==> src/rtl/sad_frame_accumulator.sv <==
// Pixel-serial frame reducer: sums |pixel| or signed pixel over NUM_PIX beats,
// presents each frame sum on a valid/ready port and tracks the minimum sum and its index.
module sad_frame_accumulator #(
  parameter int PIX_W   = 12,
  parameter int NUM_PIX = 4096,
  parameter int SUM_W   = 25,
  parameter int IDX_W   = 8
) (
  input  logic                    clk_i,
  input  logic                    rst_i,
  input  logic                    clear_i,
  input  logic                    in_valid_i,
  output logic                    in_ready_o,
  input  logic signed [PIX_W-1:0] in_pixel_i,
  input  logic                    abs_mode_i,
  output logic                    out_valid_o,
  input  logic                    out_ready_i,
  output logic signed [SUM_W-1:0] out_sum_o,
  output logic        [IDX_W-1:0] out_idx_o,
  output logic signed [SUM_W-1:0] best_sum_o,
  output logic        [IDX_W-1:0] best_idx_o,
  output logic                    best_valid_o
);

  localparam int CNT_W = (NUM_PIX > 1) ? $clog2(NUM_PIX) : 1;
  localparam logic [CNT_W-1:0] LAST_CNT = CNT_W'(NUM_PIX - 1);

  typedef enum logic {S_ACCUM, S_DONE} state_t;

  state_t                  state_q;
  logic signed [SUM_W-1:0] acc_q;
  logic        [CNT_W-1:0] cnt_q;
  logic        [IDX_W-1:0] frame_idx_q;
  logic                    out_valid_q;
  logic signed [SUM_W-1:0] out_sum_q;
  logic        [IDX_W-1:0] out_idx_q;
  logic signed [SUM_W-1:0] best_sum_q;
  logic        [IDX_W-1:0] best_idx_q;
  logic                    best_valid_q;

  logic signed [PIX_W:0]   pix_se;
  logic        [PIX_W:0]   pix_mag;
  logic signed [SUM_W-1:0] term;
  logic signed [SUM_W-1:0] sum_d;
  logic                    fire;
  logic                    last_beat;

  // Magnitude is formed one bit wider so the most negative pixel does not wrap.
  always_comb begin
    pix_se  = {in_pixel_i[PIX_W-1], in_pixel_i};
    pix_mag = pix_se[PIX_W] ? $unsigned(-pix_se) : $unsigned(pix_se);
    term    = abs_mode_i ? $signed({{(SUM_W-PIX_W-1){1'b0}}, pix_mag})
                         : {{(SUM_W-PIX_W){in_pixel_i[PIX_W-1]}}, in_pixel_i};
    sum_d   = acc_q + term;
  end

  assign in_ready_o = (state_q == S_ACCUM) & ~clear_i;
  assign fire       = in_valid_i & in_ready_o;
  assign last_beat  = (cnt_q == LAST_CNT);

  always_ff @(posedge clk_i) begin
    if (rst_i) begin
      state_q      <= S_ACCUM;
      acc_q        <= '0;
      cnt_q        <= '0;
      frame_idx_q  <= '0;
      out_valid_q  <= 1'b0;
      out_sum_q    <= '0;
      out_idx_q    <= '0;
      best_sum_q   <= '0;
      best_idx_q   <= '0;
      best_valid_q <= 1'b0;
    end else if (clear_i) begin
      state_q      <= S_ACCUM;
      acc_q        <= '0;
      cnt_q        <= '0;
      frame_idx_q  <= '0;
      out_valid_q  <= 1'b0;
      best_sum_q   <= '0;
      best_idx_q   <= '0;
      best_valid_q <= 1'b0;
    end else begin
      case (state_q)
        S_ACCUM: begin
          if (fire) begin
            if (last_beat) begin
              state_q     <= S_DONE;
              acc_q       <= '0;
              cnt_q       <= '0;
              out_valid_q <= 1'b1;
              out_sum_q   <= sum_d;
              out_idx_q   <= frame_idx_q;
              // Strict compare keeps the earlier frame on ties.
              if (!best_valid_q || (sum_d < best_sum_q)) begin
                best_sum_q   <= sum_d;
                best_idx_q   <= frame_idx_q;
                best_valid_q <= 1'b1;
              end
            end else begin
              acc_q <= sum_d;
              cnt_q <= cnt_q + 1'b1;
            end
          end
        end
        S_DONE: begin
          if (out_ready_i) begin
            state_q     <= S_ACCUM;
            out_valid_q <= 1'b0;
            frame_idx_q <= frame_idx_q + 1'b1;
          end
        end
        default: state_q <= S_ACCUM;
      endcase
    end
  end

  assign out_valid_o  = out_valid_q;
  assign out_sum_o    = out_sum_q;
  assign out_idx_o    = out_idx_q;
  assign best_sum_o   = best_sum_q;
  assign best_idx_o   = best_idx_q;
  assign best_valid_o = best_valid_q;

endmodule
==> config.mk <==
export PLATFORM = sky130hd
export DESIGN_NAME = sad_frame_accumulator
export DESIGN_NICKNAME = d
export VERILOG_FILES = /design/src/rtl/sad_frame_accumulator.sv
export SDC_FILE = /design/constraint.sdc
export NUM_CORES = 1
export LEC_CHECK = 0
export BUFFER_PORTS_ARGS = -buffer_cell sky130_fd_sc_hd__buf_2
export CAP_MARGIN = 20
export CORE_UTILIZATION = 55
export CTS_BUF_LIST = sky130_fd_sc_hd__clkbuf_8
export CTS_CLUSTER_SIZE = 12
export DETAILED_ROUTE_END_ITERATION = 6
export PLACE_DENSITY = 0.75
export SLEW_MARGIN = 20
export SYNTH_ARGS = -nofsm -noshare
export SYNTH_HDL_FRONTEND = slang
export SYNTH_SLANG_ARGS = --single-unit
==> constraint.sdc <==
create_clock -name clk_i -period 14 [get_ports clk_i]
set_input_delay 2.8 -clock clk_i [delete_from_list [all_inputs] [get_ports clk_i]]
set_output_delay 2.8 -clock clk_i [all_outputs]
set_load 0.02 [all_outputs]
## Word-level counts from Yosys, hierarchy flattened

Cells that the tools add are included.

| word-level totals | value |
|---|---|
| output and inout bits | 69 |
| word-level logic and storage cells | 43 |
| input bits | 18 |
| register bits after elaboration | 114 |

| cells by class | value |
|---|---|
| $add $sub $neg | 4 |
| equal/unequal tests | 4 |
| reductions and logical operators | 8 |
| $lt $le $gt $ge | 1 |
| multiplexer cells | 12 |
| bitwise logic cells | 4 |

Operator list:

| kind | count |
|---|---|
| $mux 25 | 2 |
| $add 25x25->25 | 1 |
| $lt 25x25->1 | 1 |
| $mux 13 | 1 |
| $neg 12->13 | 1 |
| $add 12x1->12 const B | 1 |
| $eq 12x12->1 const B | 1 |
| $mux 12 | 1 |
| $add 8x1->8 const B | 1 |
| $reduce_and 4->1 | 2 |
| $mux 1 | 6 |
| $ne 2x2->1 const B | 3 |
| $pmux 1 s2 | 2 |
| $reduce_and 2->1 | 2 |
| $reduce_and 3->1 | 1 |
| $and 1x1->1 | 2 |
| $not 1->1 | 2 |
| $reduce_or 2->1 | 1 |
| $logic_not 1->1 | 1 |
| $logic_or 1x1->1 | 1 |

## Longest topological paths before layout

Gate-level depths: netlist of the first run.

| depth | value |
|---|---|
| word-level depth | 7 |
| gate-level depth with buffers | 25 |
| gate-level depth less buffers | 22 |

## Worst setup path before layout of the first run

No wires, ideal clock.

| timing | value |
|---|---|
| path kind | input -> register |
| start | in in_pixel_i[4] |
| end | reg best_sum_q[0] (netlist: best_sum_o[0]) |
| stages | 24 |
| setup time | 128 ps |
| setup slack | 6657 ps |
| buffers on the path | 2 |
| arrival time | 7216 ps |
| path through | nor3_1 > nand2_1 > nor3_1 > a21oi_1 > xor2_1 > ha_1 > a21o_1 > a31o_1 > a2111oi_0 > nand2_1 > a41oi_2 > nand3_1 > o211a_2 > ha_1 > nand4_1 > nor2_1 > or4b_1 > o21ai_2 > mux2i_1 > o21ai_2 > buf_6 > buf_12 > mux2i_1 > nor2_1 |

| on the way | value |
|---|---|
| word-level cells in the longest chain between the ends | 7 |

Ends and longest elaborated chain:

| item | line | text |
|---|---|---|
| from (decl) | 14 | `input logic signed [PIX_W-1:0] in_pixel_i,` |
| $neg 12->13 | 51 | `pix_mag = pix_se[PIX_W] ? $unsigned(-pix_se) : $unsigned(pix_se);` |
| $mux 13 | 51 |  |
| $mux 25 * | 52 | `term = abs_mode_i ? $signed({{(SUM_W-PIX_W-1){1'b0}}, pix_mag})` |
| $add 25x25->25 * | 54 | `sum_d = acc_q + term;` |
| named net sum_d[24] | 44 | `logic signed [SUM_W-1:0] sum_d;` |
| $lt 25x25->1 * | 94 | `if (!best_valid_q \|\| (sum_d < best_sum_q)) begin` |
| $logic_or 1x1->1 * | 94 |  |
| $reduce_and 4->1 (no line) * | -- |  |
| to (signal assigned) | 95 | `best_sum_q <= sum_d;` |
| to (decl) | 37 | `logic signed [SUM_W-1:0] best_sum_q;` |

Mark *: on every way through the listed nets, which the timed path passes. The rest lies on a longest branch.
A chain may end at the register's enable or synchronous reset.

## Final worst setup path of the first run

| timing | value |
|---|---|
| start | in in_pixel_i[4] |
| end | reg best_sum_q[13] (netlist: best_sum_o[13]) |

Same word-level chain as after synthesis.

==> results.md, run 1 <==
- Pleak: roughly 0.0033 uW
- Asr flop ratio synth: 0
- Number of global-route vias before repair: around 5,300
- CTS Hold Bufs: 0
- Grt total ovfl: 0
- Synth warn: 0
- Routed length on met1: roughly 7000 um
- Multi-input gate area: around 0.0036 mm^2
- Cells along the critical path: buf_2 > nor3_1 > nand2_1 > nor3_1 > a21oi_1 > xor2_1 > ha_1 > a21o_1 > a31o_1 > a2111oi_0 > nand2_1 > a41oi_2 > nand3_1 > o211a_2 > ha_1 > nand4_1 > nor2_1 > or4b_1 > o21ai_2 > mux2i_1 > o21ai_4 > buf_4 > mux2i_1 > nor2_1
- DR vias: around 5,500
- Total Wirelength: 15,700 um
- Nets: 894
- Number of synthesized register bits: roughly 110
- Clk_skew: between 0.01 and 0.015 ns
- Worst min path class: reg -> reg
- Pin count of the biggest net entering global routing: just under 80
- CTS tree: done
- Setup crit end kind: flip-flop
- # rows: 38
- Detailed Place HPWL: about 11,000 um
- Final Hold Viols: 0
- CP startpoint kind: primary input
- Root Driver: clkbuf_8
- DRC errors left: 0
- Register area: approximately 0.0023 mm^2
- Die area: 0.0117 mm^2
- Crit Path Max Fanout: 24
- Post-synthesis sequential area ratio: 0.368
- Clock tree buffer depth: 2
- Cells after Synth: 745
- Final setup viols: 0
- Wire length on met2: 7370 um
- Cts bufs inserted: 17
- # diodes: 0
- DRT Pass-1 Iters: 5
- DIE HEIGHT: about 110 um
- Design Area, Final: 0.00713 mm^2
- WHS: 0.455 ns
- Fillers: between 900 and 1,000
- Total Power: about 740 uW
- Largest cells by area after synthesis: dfxtp_1, ha_1, nor2_1
- CTS sink count: 114
- Post-DR wirelength/cell: between 15 and 20 um
- Max Slew Vio Count: 0
- Die width: ~110 um
- H-Tree Level Count: 4
- # IOs: slightly below 90
- Met3 WL: around 950 um
- Initial drt markers: ~370
- Setup TNS: 0 ns
- Max rail drop VDD: between 70 and 80 uV
- Post-CTS Setup Bufs: 0
- Outcome: finished, final reports clean
- Cell area after synthesis: about 0.0062 mm^2
- Max-slew headroom: 0.445
- IO Port Bufs: 86
- Layout cells sized above 1: 0.167
- EDFF count, synth: 0
- Slew @ Worst Pin: around 0.83 ns
- Crit-path max cell delay: approximately 0.5 ns
- Syn Nets: a little over 800
- DR top layer: met4
- Cell count after placement: approximately 940
- Gp weighted congestion: ~0.9
- Clk_lat worst skew: 0.44 ns
- Post-CTS Resized: 0
- Total track usage: 0.282
- Global-route wire length before repair: around 25,000 um
- Distinct cells, synth: 56
- Initial antenna violation count: 0
- Worst-path clk slew: ~0.07 ns
- FMAX: ~0.12 GHz
- Pwr per Cell Area: about 100 mW/mm^2
- Final Critical Period: 8.13 ns
- Crit path arrival time: about 8.4 ns
- WP data required: between 10 and 15 ns
- CP max-delay cell: o21ai_4
- Final period util: 0.581
- Critical path class: in -> reg
- Post-route ant nets: 0
- Floorplan Core Area: about 0.011 mm^2
- Synth top area share: 0.368
- Maximum Capacitance Violations: 0
- Area grow syn2layout: 14.9%
- Syn avg cell area: 8.33 um^2
- Final instance count without filler cells: roughly 980
- Drt via density: ~5.7
- Initial core utilization: 0.568
- DP Area: 0.00671 mm^2
- Synth Flop Type: dfxtp_1
- Synth area leader: dfxtp_1
- RSZ-0062 raised after global routing: no
## layout make-up
| cell class | count | share of cell area |
|---|---|---|
| multi-input combinational | 561 | 0.511 |
| sequential | 114 | 0.320 |
| timing repair buffer | 93 | 0.0688 |
| clock buffer | 17 | 0.0328 |
| tap | 140 | 0.0246 |
| clock inverter | 15 | 0.0239 |
| inverter | 37 | 0.0195 |
## where the power goes
part / switching, uW / internal, uW / total (uW) / leakage (uW)
registers: 1.18 / 326 / 327 / 0.000919
logic: 59.9 / 35.4 / 95.2 / 0.00214
clock network: 140 / 174 / 314 / 0.000204
total: 201 / 535 / 737 / 0.00326
## per-stage QoR
stage          utilization  worst slack [ns]
2_1_floorplan            -              6.66
3_3_place_gp         0.613              5.64
3_5_place_dp         0.614              5.46
4_1_cts              0.651              5.92
5_1_grt              0.652              5.24
6_report             0.652              5.87
## metal layers
layer	GRT usage	vias to the layer above
li1	-	2740
met1	0.339	2583
met2	0.474	178
met3	0.0675	33
met4	0.133	0
met5	0	-
## state kept, by name (all words and copies together) (netlist names)
signal and count:
acc_q 25, best_idx_o 8, best_sum_o 25, best_valid_o 1, cnt_q 12, frame_idx_q 8
out_idx_o 8, out_sum_o 25, out_valid_o 1, state_q 1
## cell usage after synthesis, types with 2 or more instances
cell type	n
dfxtp_1	114
mux2i_1	31
and3_1	8
a21o_1	15
xor2_1	24
buf_2	3
nand4_1	7
o21ai_0	14
o211ai_1	3
nor4_1	4
o21a_1	4
buf_12	2
nor2_1	113
nand3_1	20
a211oi_1	9
o21bai_1	5
or2_2	4
or4b_1	2
inv_1	37
ha_1	51
nor3_1	14
nor2b_1	3
nand2b_1	6
a21oi_1	62
o21ai_2	2
or3_1	5
nand2_1	85
o21ai_1	5
a22oi_1	20
clkbuf_1	26
a211o_1	2
o31ai_1	2
and2_1	2
xnor2_1	18
a31oi_1	2
## cell usage in the layout, fill, tap and decap left out, types with 2 or more instances in the layout
cell type	Yosys	layout
a21oi_1	62	62
o21ai_0	14	14
o21a_1	4	4
and2_1	2	2
clkbuf_8	0	17
nand4_1	7	7
a211o_1	2	2
clkinv_2	0	3
mux2i_1	31	31
xnor2_1	18	18
a31oi_1	2	2
dfxtp_1	114	114
nand2_1	85	85
nor2b_1	3	3
xor2_1	24	24
o21bai_1	5	5
inv_1	37	39
nor2_1	113	112
buf_4	0	6
clkinv_4	0	4
o31ai_1	2	2
a22oi_1	20	20
a21o_1	15	15
o211ai_1	3	3
nand2b_1	6	6
ha_1	51	51
or2_2	4	4
nor3_1	14	14
clkinvlp_4	0	3
nor4_1	4	3
and3_1	8	8
o21ai_1	5	5
bufinv_16	0	3
nand3_1	20	20
buf_2	3	86
or3_1	5	5
or4b_1	2	2
a211oi_1	9	9
## kinds of logic (layout without fill, tap and decap cells)
kind of cell             Yosys count  count (layout)  share of synthesized area
AO/OA/AOI/OAI                    159             159                      0.172
XOR/XNOR                          42              42                     0.0593
adder cells (fa/ha/maj)           52              52                      0.106
buffers and inverters             70             162                     0.0494
flip-flops                       114             114                      0.368
multiplexers                      32              32                     0.0518
AND/OR/NAND/NOR                  276             276                      0.193
## worst paths after layout
path | startpoint | end | slack, ns | depth (start not counted)
setup / recovery | in_pixel_i[4] | best_sum_o[13]$_SDFFE_PP0P_ | 5.87 | 24
hold / removal | out_sum_o[9]$_SDFFE_PP0P_ | out_sum_o[9]$_SDFFE_PP0P_ | 0.45 | 2
setup reg to reg | acc_q[0]$_SDFFE_PP0P_ | best_sum_o[13]$_SDFFE_PP0P_ | 8.53 | 19
hold reg to reg | out_sum_o[9]$_SDFFE_PP0P_ | out_sum_o[9]$_SDFFE_PP0P_ | 0.45 | 2
## critical path, delay by kind of cell
kind            cells  cell delay, ns
compound gates      8            2.19
xor+xnor            1            0.16
fa+ha+maj           2            0.67
buf+inv             2            0.61
mux                 2            0.37
simple gates        9            1.60
(Power assumes the default switching activity.)
==> run 2: changes to the inputs <==
clock period = 8.3 ns   (was 14 ns; I/O delays follow)
==> run 2 against run 1 <==
Cell count decreased by 0.20%; first-iteration DRC count decreased by 3.6%; flip-flop and latch count unchanged; die area unchanged; via count increased by 0.51%; critical path type unchanged; highest routed layer unchanged.
==> results.md, run 2 (synthesis gave the netlist of run 1 again) <==
- Final Hold Viols: 0
- Pleak: about 0.0033 uW
- DRT Pass-1 Iters: 5
- Die width: around 110 um
- DIE HEIGHT: 108 um
- Gp weighted congestion: between 0.8 and 0.9
- Initial core utilization: 0.568
- # rows: 38
- # diodes: 0
- Pin count of the biggest net entering global routing: between 70 and 80
- RSZ-0062 raised after global routing: no
- Initial drt markers: ~350
- CTS tree: done
- Routed length on met1: roughly 7000 um
- Pwr per Cell Area: 175 mW/mm^2
- WP data required: 8.59 ns
- Post-CTS Setup Bufs: 0
- Setup TNS: 0 ns
- Post-DR wirelength/cell: 16.2 um
- Highest-count cells in the layout ignoring fill and taps: dfxtp_1, nor2_1, buf_2, nand2_1, a21oi_1
- Flop-to-flop setup slack: between 3 and 4 ns
- Number of global-route vias before repair: approximately 5,300
- Cell count after placement: ~940
- Final period util: 0.814
- H-Tree Level Count: 4
- Global-route wire length before repair: ~26,000 um
- Total track usage: 0.288
- Clock tree buffer depth: 2
- Drt via density: between 5 and 6
- Grt total ovfl: 0
- Maximum Capacitance Violations: 0
- Cts bufs inserted: 17
- Nets: 893
- Setup crit end kind: flip-flop
- Critical Path End: best_idx_o[3]$_SDFFE_PP0P_
- # IOs: 87
- Post-CTS Resized: 0
- Detailed Place HPWL: 11,300 um
- CP startpoint kind: primary input
- Final Critical Period: around 6.8 ns
- Total Wirelength: roughly 16,000 um
- Root Driver: clkbuf_8
- DR vias: approximately 5,600
- Most common cell after layout, fill and taps aside: dfxtp_1
- Post-route ant nets: 0
- CTS Hold Bufs: 0
- Area grow syn2layout: 15.0%
- DR top layer: met4
- DRC errors left: 0
- Crit path from: in_pixel_i[2]
- Layout cells sized above 1: 0.168
- FMAX: around 0.15 GHz
- Clk_lat worst skew: about 0.44 ns
- Crit Path Max Fanout: 24
- Clk_skew: ~0.013 ns
- Critical path class: in -> reg
- Final setup viols: 0
- Floorplan Core Area: ~0.011 mm^2
- Met3 WL: roughly 800 um
- CTS sink count: between 100 and 150
- Die area: 0.0117 mm^2
- IO Port Bufs: 86
- Max rail drop VDD: 178 uV
- Initial antenna violation count: 0
- Worst reg2reg endpoint: best_idx_o[3]$_SDFFE_PP0P_
- Outcome: finished, final reports clean
- Worst min path class: reg -> reg
- Cells on worst reg2reg path: 19
- Start of the worst register-to-register path: acc_q[0]$_SDFFE_PP0P_
- Final Util: 0.653
- Max-slew headroom: 0.313
- Wire length on met2: 7450 um
- Worst-path clk slew: 0.07 ns
- Total Power: about 1300 uW
- Fillers: between 900 and 1,000
- Max Slew Vio Count: 0
- Crit path arrival time: between 7 and 8 ns
- Final instance count without filler cells: approximately 980
- Slew @ Worst Pin: around 1 ns
==> run 2: changes by cell type in the layout (fill, tap and decap cells not counted), sizes merged <==
| cell | delta |
|---|---|
| inv | -2 |
| clkbuf | +1 |
| buf | -1 |
==> run 2: final cells by class <==
cell class	instances	area, um^2	share of cell area
clock buffers	18	248	0.0347
inverters	37	139	0.0195
well taps	140	175	0.0245
clock inverters	13	163	0.0228
flip-flops and latches	114	2280	0.320
multi-input cells	561	3640	0.510
repair buffers	92	488	0.0684
==> run 2: metrics by stage <==
stage / setup slack, ns / hold slack (ns) / area (um^2)
after global routing: 0.955 / 0.484 / 7140
after global placement: 1.27 / 0.440 / 6720
after CTS: 1.53 / 0.454 / 7140
after floorplan: 2.10 / 0.436 / 6210
final: 1.54 / 0.457 / 7140
after detailed placement: 1.13 / 0.444 / 6730
==> run 2: worst min-delay path by stage <==
stage,from,end,slack (ns),cells past startpoint
2_1_floorplan,acc_q[0]$_SDFFE_PP0P_,acc_q[0]$_SDFFE_PP0P_,0.44,2
3_3_place_gp,out_sum_o[21]$_SDFFE_PP0P_,out_sum_o[21]$_SDFFE_PP0P_,0.44,2
3_5_place_dp,out_sum_o[8]$_SDFFE_PP0P_,out_sum_o[8]$_SDFFE_PP0P_,0.44,2
4_1_cts,out_sum_o[8]$_SDFFE_PP0P_,out_sum_o[8]$_SDFFE_PP0P_,0.45,2
5_1_grt,out_sum_o[10]$_SDFFE_PP0P_,out_sum_o[10]$_SDFFE_PP0P_,0.48,2
6_report,out_sum_o[8]$_SDFFE_PP0P_,out_sum_o[8]$_SDFFE_PP0P_,0.46,2
==> run 2: routing by layer <==
layer / vias up / global-route usage
li1: 2748 / -
met1: 2615 / 0.366
met2: 165 / 0.467
met3: 34 / 0.0585
met4: 0 / 0.137
met5: - / 0
==> run 2: critical path, cell delays in order <==
cell and delay, ns:
buf_2 0.12, nor2_1 0.18, nand2_1 0.10, nor3_1 0.26, a21oi_1 0.12, xor2_1 0.16
ha_1 0.33, a21o_1 0.21, a31o_1 0.24, a2111oi_0 0.40, nand2_1 0.13, a41oi_2 0.35
nand3_1 0.14, o211a_2 0.20, ha_1 0.34, nand4_1 0.12, nor2_1 0.17, or4b_1 0.47
o21ai_2 0.14, mux2i_1 0.12, o21ai_4 0.51, buf_12 0.28, mux2i_1 0.23, nor2_1 0.07
==> run 2: report_power, final <==
group          internal (uW)  switching [uW]
logic                   59.1             101
clock network            302             235
registers                550            1.89
